==> config.mk <==
export PLATFORM = sky130hd
export DESIGN_NAME = reg_countdown_seq_flat
export DESIGN_NICKNAME = d
export VERILOG_FILES = /design/src/rtl/reg_countdown_seq_pkg.sv /design/src/rtl/reg_countdown_seq_if.sv /design/src/rtl/reg_countdown_seq_tick_prescaler.sv /design/src/rtl/reg_countdown_seq.sv /design/src/flat_wrapper.sv
export SDC_FILE = /design/constraint.sdc
export NUM_CORES = 1
export LEC_CHECK = 0
export ABC_AREA = 1
export CAP_MARGIN = 40
export CORE_MARGIN = 2
export CORE_UTILIZATION = 40
export CTS_CLUSTER_DIAMETER = 60
export DETAILED_ROUTE_END_ITERATION = 12
export SLEW_MARGIN = 20
export SYNTH_ARGS = -nofsm -noshare
export SYNTH_HDL_FRONTEND = slang
export SYNTH_SLANG_ARGS = --single-unit
==> constraint.sdc <==
create_clock -name Clk -period 2.1 [get_ports Clk]
set_clock_uncertainty 0.05 [all_clocks]
set_input_delay 0.42 -clock Clk [delete_from_list [all_inputs] [get_ports Clk]]
set_output_delay 0.42 -clock Clk [all_outputs]
set_load 0.02 [all_outputs]
==> src/rtl/reg_countdown_seq_pkg.sv <==
// Shared types and constants for the register countdown sequencer and its helpers.
package reg_countdown_seq_pkg;

    localparam int NUM_REGS      = 16;
    localparam int DATA_W        = 8;
    localparam int ADDR_W        = 4;
    localparam int TICK_DIV_DFLT = 100_000_000;

    typedef enum logic [2:0] {
        ST_IDLE,
        ST_READ,
        ST_COUNT,
        ST_NEXT,
        ST_FINISH
    } state_e;

    // Prescaler counter width; never narrower than one bit.
    function automatic int presc_w(input int div);
        return (div <= 2) ? 1 : $clog2(div);
    endfunction

endpackage

==> src/rtl/reg_countdown_seq_if.sv <==
// Register-file access bus: one combinational read port, one registered write port.
interface reg_countdown_seq_if #(
    parameter int ADDR_W = reg_countdown_seq_pkg::ADDR_W,
    parameter int DATA_W = reg_countdown_seq_pkg::DATA_W
);
    logic [ADDR_W-1:0] R_Addr;
    logic              R_en;
    logic [DATA_W-1:0] R_Data;
    logic [ADDR_W-1:0] W_Addr;
    logic              W_en;
    logic [DATA_W-1:0] W_Data;

    modport master (
        output R_Addr, R_en, W_Addr, W_en, W_Data,
        input  R_Data
    );

    modport slave (
        input  R_Addr, R_en, W_Addr, W_en, W_Data,
        output R_Data
    );
endinterface

==> src/rtl/reg_countdown_seq_tick_prescaler.sv <==
// Free-running divide-by-TICK_DIV counter with clear and pause; emits a one-cycle tick.
module tick_prescaler
    import reg_countdown_seq_pkg::*;
#(
    parameter int TICK_DIV = TICK_DIV_DFLT
) (
    input  logic Clk,
    input  logic Rst,
    input  logic clear,
    input  logic enable,
    output logic tick
);
    localparam int              CNT_W = presc_w(TICK_DIV);
    localparam logic [CNT_W-1:0] LAST = CNT_W'(TICK_DIV - 1);

    logic [CNT_W-1:0] cnt_q;

    assign tick = enable && (cnt_q == LAST);

    // Count enabled cycles, wrapping on the tick; clear takes priority.
    always_ff @(posedge Clk or posedge Rst) begin
        if (Rst) begin
            cnt_q <= '0;
        end else if (clear) begin
            cnt_q <= '0;
        end else if (enable) begin
            cnt_q <= (cnt_q == LAST) ? '0 : cnt_q + 1'b1;
        end
    end

endmodule

==> src/rtl/reg_countdown_seq.sv <==
// Walks every register, counting each stored value down to zero at the tick rate
// and writing every decremented value back to the same address.
module reg_countdown_seq #(
    parameter int NUM_REGS = reg_countdown_seq_pkg::NUM_REGS,
    parameter int DATA_W   = reg_countdown_seq_pkg::DATA_W,
    parameter int ADDR_W   = reg_countdown_seq_pkg::ADDR_W,
    parameter int TICK_DIV = reg_countdown_seq_pkg::TICK_DIV_DFLT
) (
    input  logic                Clk,
    input  logic                Rst,
    input  logic                Start,
    input  logic                Pause,
    reg_countdown_seq_if.master rf,
    output logic [DATA_W-1:0]   Count,
    output logic [ADDR_W-1:0]   Cur_Addr,
    output logic                Busy,
    output logic                Reg_Done,
    output logic                All_Done
);
    import reg_countdown_seq_pkg::*;

    localparam logic [ADDR_W-1:0] LAST_IDX = ADDR_W'(NUM_REGS - 1);

    state_e            state_q, state_d;
    logic [ADDR_W-1:0] idx_q, idx_d;
    logic [DATA_W-1:0] count_q, count_d;
    logic [DATA_W-1:0] w_data_q, w_data_d;
    logic [ADDR_W-1:0] w_addr_q, w_addr_d;
    logic              w_en_q, w_en_d;
    logic              presc_clr, presc_en, tick;

    assign presc_en = (state_q == ST_COUNT) && !Pause;

    tick_prescaler #(.TICK_DIV(TICK_DIV)) u_presc (
        .Clk    (Clk),
        .Rst    (Rst),
        .clear  (presc_clr),
        .enable (presc_en),
        .tick   (tick)
    );

    assign rf.R_Addr = idx_q;
    assign rf.R_en   = (state_q == ST_READ);
    assign rf.W_Addr = w_addr_q;
    assign rf.W_en   = w_en_q;
    assign rf.W_Data = w_data_q;

    assign Count    = count_q;
    assign Cur_Addr = idx_q;
    assign Busy     = (state_q != ST_IDLE);
    assign Reg_Done = (state_q == ST_NEXT);
    assign All_Done = (state_q == ST_FINISH);

    // Next-state, index, countdown and write-back decode.
    always_comb begin
        state_d   = state_q;
        idx_d     = idx_q;
        count_d   = count_q;
        w_en_d    = 1'b0;
        w_addr_d  = w_addr_q;
        w_data_d  = w_data_q;
        presc_clr = 1'b0;
        case (state_q)
            ST_IDLE: begin
                idx_d = '0;
                if (Start) state_d = ST_READ;
            end
            ST_READ: begin
                count_d   = rf.R_Data;
                presc_clr = 1'b1;
                state_d   = (rf.R_Data == '0) ? ST_NEXT : ST_COUNT;
            end
            ST_COUNT: begin
                // Count is nonzero here; the guard keeps it from ever wrapping.
                if (tick && (count_q != '0)) begin
                    count_d  = count_q - 1'b1;
                    w_en_d   = 1'b1;
                    w_addr_d = idx_q;
                    w_data_d = count_q - 1'b1;
                    if (count_q == DATA_W'(1)) state_d = ST_NEXT;
                end
            end
            ST_NEXT: begin
                if (idx_q == LAST_IDX) begin
                    state_d = ST_FINISH;
                end else begin
                    idx_d   = idx_q + 1'b1;
                    state_d = ST_READ;
                end
            end
            ST_FINISH: begin
                idx_d   = '0;
                state_d = ST_IDLE;
            end
            default: begin
                idx_d   = '0;
                state_d = ST_IDLE;
            end
        endcase
    end

    // State and datapath registers; reset aborts any walk with no pending write.
    always_ff @(posedge Clk or posedge Rst) begin
        if (Rst) begin
            state_q  <= ST_IDLE;
            idx_q    <= '0;
            count_q  <= '0;
            w_en_q   <= 1'b0;
            w_addr_q <= '0;
            w_data_q <= '0;
        end else begin
            state_q  <= state_d;
            idx_q    <= idx_d;
            count_q  <= count_d;
            w_en_q   <= w_en_d;
            w_addr_q <= w_addr_d;
            w_data_q <= w_data_d;
        end
    end

endmodule
==> src/flat_wrapper.sv <==
// flat-port wrapper written by rule: the top's interface ports become plain ports
module reg_countdown_seq_flat import reg_countdown_seq_pkg::*;
#(
    parameter int NUM_REGS = reg_countdown_seq_pkg::NUM_REGS,
    parameter int DATA_W   = reg_countdown_seq_pkg::DATA_W,
    parameter int ADDR_W   = reg_countdown_seq_pkg::ADDR_W,
    parameter int TICK_DIV = reg_countdown_seq_pkg::TICK_DIV_DFLT
)
  (Clk, Rst, Start, Pause, Count, Cur_Addr, Busy, Reg_Done, All_Done, rf_R_Addr, rf_R_en, rf_W_Addr, rf_W_en, rf_W_Data, rf_R_Data);
  reg_countdown_seq_if #(.ADDR_W(ADDR_W), .DATA_W(DATA_W)) rf_i ();
  input  logic Clk;
  input  logic Rst;
  input  logic Start;
  input  logic Pause;
  output logic [DATA_W-1:0] Count;
  output logic [ADDR_W-1:0] Cur_Addr;
  output logic Busy;
  output logic Reg_Done;
  output logic All_Done;
  output wire logic [$bits(rf_i.R_Addr)-1:0] rf_R_Addr;
  output wire logic [$bits(rf_i.R_en)-1:0] rf_R_en;
  output wire logic [$bits(rf_i.W_Addr)-1:0] rf_W_Addr;
  output wire logic [$bits(rf_i.W_en)-1:0] rf_W_en;
  output wire logic [$bits(rf_i.W_Data)-1:0] rf_W_Data;
  input wire logic [$bits(rf_i.R_Data)-1:0] rf_R_Data;
  assign rf_R_Addr = rf_i.R_Addr;
  assign rf_R_en = rf_i.R_en;
  assign rf_W_Addr = rf_i.W_Addr;
  assign rf_W_en = rf_i.W_en;
  assign rf_W_Data = rf_i.W_Data;
  assign rf_i.R_Data = rf_R_Data;
  reg_countdown_seq #(.NUM_REGS(NUM_REGS), .DATA_W(DATA_W), .ADDR_W(ADDR_W), .TICK_DIV(TICK_DIV)) u_core (.Clk(Clk), .Rst(Rst), .Start(Start), .Pause(Pause), .rf(rf_i), .Count(Count), .Cur_Addr(Cur_Addr), .Busy(Busy), .Reg_Done(Reg_Done), .All_Done(All_Done));
endmodule
Word-level counts from Yosys, hierarchy flattened
Cells that the tools add are included.
Storage, ports and cells
  bits in registers: 55
  input bits: 12
Cells by class
  add/subtract/negate cells: 3
  equal/unequal tests: 11
  mux-type cells: 16
  bitwise gates (word level): 1
  reductions and logical operators: 15
Operators with widths (number)
  27-bit 2-to-1 mux: 3
  27-bit by 1-bit adder with 27-bit output (second input constant): 1
  27-bit == test (second input constant): 1
  8-bit case mux with 2 select lines: 1
  3-bit 2-to-1 mux: 4
  3-bit case mux with 4 select lines: 1
  8-bit by 1-bit == test with 1-bit output (second input constant): 1
  8-bit logical NOT: 1
  8-bit 2-to-1 mux: 1
  2-bit != test (second input constant): 4
  4-bit case mux with 2 select lines: 1
  8-bit nonzero test: 1
  8-bit by 1-bit subtractor with 8-bit output (second input constant): 1
  3-bit by 2-bit == test with 1-bit output (second input constant): 2
  2-bit AND reduction: 3
  4-bit by 1-bit adder with 4-bit output (second input constant): 1
  4-bit == test (second input constant): 1
  1-bit 2-to-1 mux: 4
  4-bit 2-to-1 mux: 1
  2-bit nonzero test: 2
  3-bit by 1-bit == test with 1-bit output (second input constant): 1
  3-bit == test (second input constant): 1
  1-bit logical AND: 3
  3-bit logical NOT: 1
  other kinds (5): 5

Logic depth before layout (Yosys ltp)
Gate-level depths: netlist of run 1.
  depth after elaboration: 6
  mapped depth: 11

Modules after synthesis
A second synthesis of run 1 with hierarchy kept.
Second synthesis, totals
  cells, all modules: 462
  area total of the unflattened synthesis: 3249.4 sq um
Modules (own cells, without submodules)
  tick_prescaler: times used 1, cells each 261, area an instance 1722.9 sq um, sequential area each 675.6 sq um
  reg_countdown_seq: times used 1, cells each 201, area an instance 1526.5 sq um, sequential area each 700.7 sq um

Worst setup path after synthesis of run 1
OpenSTA, ideal clock, no wires.
  path type: reg-to-reg
  start point: register u_core.count_q[0], in the netlist u_core.Count[0]
  end point: register u_core.w_data_q[0], in the netlist u_core.rf.W_Data[0]
  setup time: 0.133 ns
  arrival time: 1.559 ns
  data required time: 1.917 ns
  path slack: 0.359 ns
  cell stages (with the launch flop): 10
  clock period less this slack: 1.741 ns
  path through: dfrtp_1 -> inv_1 -> ha_1 -> nand2_1 -> nor2_1 -> nand4_1 -> nand2_2 -> nor2_4 -> clkbuf_8 -> a21oi_2
Between the ends
  longest elaborated chain between the ends: 3
Ends and longest elaborated chain
  start: declaration: line reg_countdown_seq.sv:26  | logic [DATA_W-1:0] count_q, count_d;
  start signal: assignment: line reg_countdown_seq.sv:114  | count_q <= count_d;
  branches (longest 3 deep; another with 8-bit by 1-bit subtractor with 8-bit output)
  end signal: assignment: line reg_countdown_seq.sv:117  | w_data_q <= w_data_d;
  end: declaration: line reg_countdown_seq.sv:27  | logic [DATA_W-1:0] w_data_q, w_data_d;
Several ways; the timed one is not identified.
A chain may end at the register's enable or synchronous reset.

Worst setup path after layout of run 1
  start point: register u_core.state_q[1]
  end point: output port Reg_Done
Between the ends
  longest elaborated chain between the ends: 1
Ends and longest elaborated chain
  start: declaration: line reg_countdown_seq.sv:24  | state_e state_q, state_d;
  start signal: assignment: line reg_countdown_seq.sv:112  | state_q <= state_d;
  3-bit by 2-bit == test with 1-bit output: line reg_countdown_seq.sv:51  | assign Reg_Done = (state_q == ST_NEXT);
  end: declaration: line flat_wrapper.sv:18  | output logic Reg_Done;
No other way between the ends.

==> results of run 1 <==
## metrics by stage
stage / instance area [sq um] / hold WS (ns) / utilization / setup slack, ns / power [mW]
2_1_floorplan: 3527 / 0.4252 / - / 0.2871 / 2.752
3_3_place_gp: 4056 / 0.4487 / 0.4697 / 0.2016 / 3.314
3_5_place_dp: 4056 / 0.4519 / 0.4697 / 0.1709 / 3.319
4_1_cts: 4164 / 0.3435 / 0.4822 / 0.0001971 / 4.064
5_1_grt: 4173 / 0.3713 / 0.4832 / 0.02981 / 4.325
6_report: 4173 / 0.3294 / 0.4832 / 0.1366 / 4.011
## cell type report
type	instances	area, sq um	area share
clock buffer	6	72.57	0.01739
clock inverter	2	38.79	0.009295
inverter	60	234.0	0.05607
multi-input combinational	347	1798	0.4309
sequential	55	1378	0.3301
tap	108	135.1	0.03238
timing repair buffer	51	516.7	0.1238
## Yosys cell counts
cell type / instances
nand2_2: 9
buf_1: 1
nand2_4: 3
dfrtp_1: 55
nand2_1: 113
nor3_2: 3
nand3_2: 2
nor2_1: 71
clkinv_4: 1
a21oi_2: 8
xnor2_1: 4
nand3_4: 3
clkbuf_8: 1
buf_4: 6
xor2_1: 8
o21bai_1: 1
nand4_1: 21
nor2_4: 6
o21ai_0: 20
buf_8: 2
o22ai_1: 1
clkinv_2: 1
inv_4: 1
nor2_2: 15
nand3_1: 38
nor4_1: 1
inv_2: 4
ha_1: 4
nor3_1: 7
clkbuf_1: 1
clkbuf_2: 1
buf_6: 2
and2_1: 1
inv_1: 53
a21oi_1: 8
## power breakdown
part	switching, mW	internal, mW
Combinational	1.18	0.676
Sequential	0.213	1.22
Clock	0.364	0.361
Total	1.75	2.26
## per-layer routing
metal	vias to the layer above	global-route usage
met5	-	0
met4	0	0.04487
met3	8	0.02434
met2	86	0.2761
met1	1423	0.2865
li1	1597	-
## sequential cells by signal, indices dropped and copies added, names as in the netlist
signal                cells
u_core.Count              8
u_core.rf.W_Addr          4
u_core.rf.W_Data          8
u_core.rf.W_en            1
u_core.u_presc.cnt_q     27
u_core.state_q            3
u_core.Cur_Addr           4
## cell families after synthesis
group / count (synthesis) / synth area share
buffers and inverters: 74 / 0.1014
DFF: 55 / 0.3902
AOI/OAI and AO/OA: 38 / 0.06350
adders and majority gates: 4 / 0.01419
xor gates and xnor gates: 12 / 0.02980
and+or+nand+nor: 293 / 0.4009
## final timing paths
kind | from | to | cells past startpoint
worst max-delay path | u_core.state_q[1] | Reg_Done | 5
worst min-delay path | Rst | u_core.u_presc.cnt_q[26] | 2
worst max register to register | u_core.u_presc.cnt_q[0] | u_core.Count[2] | 9
worst min register to register | u_core.rf.W_Data[7] | u_core.rf.W_Data[7] | 2
max in group asynchronous | Rst | u_core.u_presc.cnt_q[10] | 3
min in group Clk | u_core.rf.W_Data[7] | u_core.rf.W_Data[7] | 2
==> results.cfg, run 1 <==
[run_status]
status = finished, final reports clean

[layout]
area_growth_pct = 18.30
mostFrequentLayoutCells = nand2_1 (113), nor2_1 (71), dfrtp_1 (54)
drive_gt1_frac = 0.1401
final_common_cell = nand2_1
final_nets = 536
num_antenna_cells = 0
fillCellCount = 890
final_cell_count_no_fill = 629

[clocking]
holdBufCountCts = 0
cts.clk_slew.worst_paths_ns = 0.11
cts_sinks = 55
ctsRootBufferMaster = clkbuf_8
cts.repair.resized = 4
cts_tree = built
clk_latency_ns = 0.31
post_cts_buffers = 0
clk_path_buf_depth = 2
htreeDepth = 2
cts_buffers = 5

[setup_path]
crit_type = reg2out
required_ns = 1.63
path_cells = inv_2 -> nor2_4 -> nand2_1 -> inv_1 -> dlygate4sd2_1
cp_slowest_cell = dfrtp_2
crit_path_start_kind = register
path_max_fanout = 5
cp_slowest_stage_delay_ns = 0.43
crit_family = buffers and inverters
cp.arrival_ns = 1.49
rrSetupSlack_ns = 0.22
end_kind = output port
path_buf_inv = 3

[die]
start_util = 0.4084
die_w_um = 97.91
ios = 45
dieArea_sq_um = 9585
die_y_um = 97.91
core_sq_um = 8636
rows = 34

[global_route]
grt_max_degree = 42
grt_pass1_vias = 2958
grt_first_pass_wirelength_mm = 14.68
antenna_found_initial = 0
overflow = 0
grt_usage = 0.1859

[routing]
top_layer = met4
drtIter0Drc = 144
drc = 0
first_pass_iters = 6
dr_wl_met2_mm = 3.698
dr_wl_met3_um = 351
drt.antenna.violating_nets = 0
routedWlPerCell_um = 13.37
drt_wl_total_mm = 8.412
m1WireLength_mm = 4.289
vias = 3114
drt-vias-per-instance = 4.951

[logic_synthesis]
seq_area_frac_synth = 0.3902
synth_top_area_share = 0.3902
synthDistinctLibCells = 35
syn_inst = 476
ys_ff_latch = 55
synth_area_per_cell_sq_um = 7.410
synth_fp_nets = 492
ys_warn_count = 0
synth_area_leader_cell = dfrtp_1
syn_area_sq_um = 3527
synth.top_cells.by_area = dfrtp_1 (39%), nand2_1 (12%), nor2_1 (7.6%)

[placed_design]
numPortBuffers = 44
globalplace.congestion = 0.8899
numPlacedInstances = 621
hpwl_mm = 6.387

[sta]
rsz0062_at_grt = false
period_needed_ns = 1.963
final_max_slew_viol_count = 0
fmax_mhz = 509.3
max-slew-margin-rel = 0.7745
worst_pin_slew_ns = 0.3378
setup_viol = 0
tns_ns = 0
finalHoldViolCount = 0
period_share = 0.9350

[power]
p_leak_nw = 1.964
peakVddDrop_uv = 566.8
cellPowerDensity_nw_per_um2 = 961.3

[worst_hold_path]
min_path_type = in2async

[job]
drv_cap = 0
(Power assumes the default switching activity.)
==> run 2, diff against run 1 <==
GPL_ROUTABILITY_DRIVEN = 0   (was not set)
==> results of run 2 <==
No change in the layout: final DEF, timing and power equal those of run 1.
==> run 3, diff against run 2 <==
==> constraint.sdc (replaced) <==
create_clock -name Clk -period 1.6 [get_ports Clk]
set_clock_uncertainty 0.05 [all_clocks]
set_input_delay 0.24 -clock Clk [delete_from_list [all_inputs] [get_ports Clk]]
set_output_delay 0.24 -clock Clk [all_outputs]
set_load 0.02 [all_outputs]
==> results.cfg, run 3 (synthesis gave the netlist of run 1 again) <==
[global_route]
grt_first_pass_wirelength_mm = 17.01
grt_max_degree = 56
grt_pass1_vias = 3480
grt_usage = 0.2188
overflow = 0
antenna_found_initial = 0

[sta]
worst_pin_slew_ns = 0.3091
setup_viol = 25
finalHoldViolCount = 0
final_max_slew_viol_count = 0
fmax_mhz = 590.7
period_share = 1.058
rsz0062_at_grt = true
fin_ws_ns = -0.09300
period_needed_ns = 1.693
max-slew-margin-rel = 0.7917

[die]
die_y_um = 97.91
dieArea_sq_um = 9585
core_sq_um = 8636
start_util = 0.4084
die_w_um = 97.91
ios = 45
rows = 34

[run_status]
violations = negative setup slack
status = finished with violations

[clocking]
htreeDepth = 2
cts_sinks = 55
clk_path_buf_depth = 2
ctsRootBufferMaster = clkbuf_8
clk_latency_ns = 0.32
cts_buffers = 5
cts_tree = built
cts.clk_slew.worst_paths_ns = 0.11

[setup_path]
startpoint = u_core.u_presc.cnt_q[0]
crit_path_start_kind = register
rrSetupSlack_ns = -0.09
reg2reg_from = u_core.u_presc.cnt_q[0]
required_ns = 1.81
cp.arrival_ns = 1.90
path_max_fanout = 8
r2r_cells = 10
crit_type = reg2reg
end_kind = register
worstSetupEndpoint = u_core.Count[3]
reg2reg_to = u_core.Count[3]

[routing]
drtIter0Drc = 217
drt-vias-per-instance = 4.963
drt_wl_total_mm = 10.44
vias = 3593
routedWlPerCell_um = 14.42
drc = 0
drt.antenna.violating_nets = 0
first_pass_iters = 5

[placed_design]
place_ws_ns = -0.1012
dpl-instance-area_sq_um = 4562
numPortBuffers = 44
hpwl_mm = 7.224

[layout]
top_register = u_core.u_presc.cnt_q
final_nets = 631
largest_reg_flops = 27
final_common_cell = nand2_1
stdcell_area_sq_um = 5245
seqCellArea_sq_um = 1379
drive_gt1_frac = 0.3539
area_growth_pct = 48.71
fillCellCount = 774
multiInputGateArea_sq_um = 2085
num_antenna_cells = 0
mostFrequentLayoutCells = nand2_1 (106), buf_4 (81), nor2_1 (59)

[power]
p_leak_nw = 2.710
peakVddDrop_uv = 625.6
cellPowerDensity_nw_per_um2 = 1225

[worst_hold_path]
min_path_type = in2async

[job]
drv_cap = 0
[run 3: changes by cell type in the layout (fill, tap and decap cells not counted), sizes merged, moves of 3 or more]
cell and delta:
buf +95, clkinvlp +3, dlygate4sd2 +23, clkdlybuf4s50 -28
[run 3: cell type report]
type	count	area share
multi-input cells	348	0.3974
flip-flops and latches	55	0.2629
repair buffers	143	0.2469
inverters	60	0.04723
well taps	108	0.02576
clock buffers	5	0.01312
clock inverters	3	0.003817
repair inverters	2	0.002863
[run 3: worst max-delay path, stage by stage, from the launching register on]
cell     delay [ns]
dfrtp_1        0.43
ha_4           0.17
nand2_4        0.05
nor2_4         0.11
nand2_4        0.08
buf_12         0.13
nor3_4         0.19
nand2_2        0.16
nand2_4        0.13
nand2_1        0.06
nand2_1        0.07
[run 3: timing repair]
| action | in CTS | in global routing |
|---|---|---|
| hold buffers | 0 | 0 |
| buffers inserted | 14 | 13 |
| resized for setup | 83 | 50 |
| endpoints found under the setup margin | 66 | 54 |
| pin swaps | 16 | 15 |
| gates cloned | 4 | 1 |
[run 3: per-layer routing]
layer / track usage / wire length, um / vias to the layer above
li1: - / - / 1796
met1: 0.3113 / 4726 / 1675
met2: 0.3588 / 5046 / 109
met3: 0.02863 / 545 / 13
met4: 0.04701 / 119 / 0
met5: 0 / 0 / -
[run 3: how the worst min path moves through the flow]
stage | endpoint | slack (ns) | depth (start not counted)
6_report | u_core.u_presc.cnt_q[18] | 0.27 | 3
5_1_grt | u_core.rf.W_Addr[3] | 0.30 | 3
4_1_cts | u_core.u_presc.cnt_q[18] | 0.30 | 3
3_5_place_dp | u_core.rf.W_Addr[2] | 0.46 | 2
3_3_place_gp | u_core.rf.W_Addr[1] | 0.46 | 2
2_1_floorplan | u_core.Count[2] | 0.26 | 1
[run 3: report_power, final]
group          internal (mW)  total [mW]  switching, mW  leakage [nW]
Clock                  0.307       0.809          0.503        0.0402
Sequential              1.61        1.82          0.217         0.747
Combinational           1.67        3.79           2.13          1.92
[run 3: stage by stage]
stage / util / std cells / setup TNS, ns / power [mW] / hold slack (ns)
4_1_cts: 0.5764 / 710 / -1.319 / 5.962 / 0.2982
6_report: 0.6074 / 724 / -1.679 / 6.423 / 0.2708
5_1_grt: 0.6074 / 724 / -4.940 / 6.864 / 0.3049
3_3_place_gp: 0.5283 / 684 / -1.861 / 4.992 / 0.4583
2_1_floorplan: - / 476 / -0.005978 / 3.643 / 0.2641
3_5_place_dp: 0.5283 / 684 / -2.303 / 5.029 / 0.4643
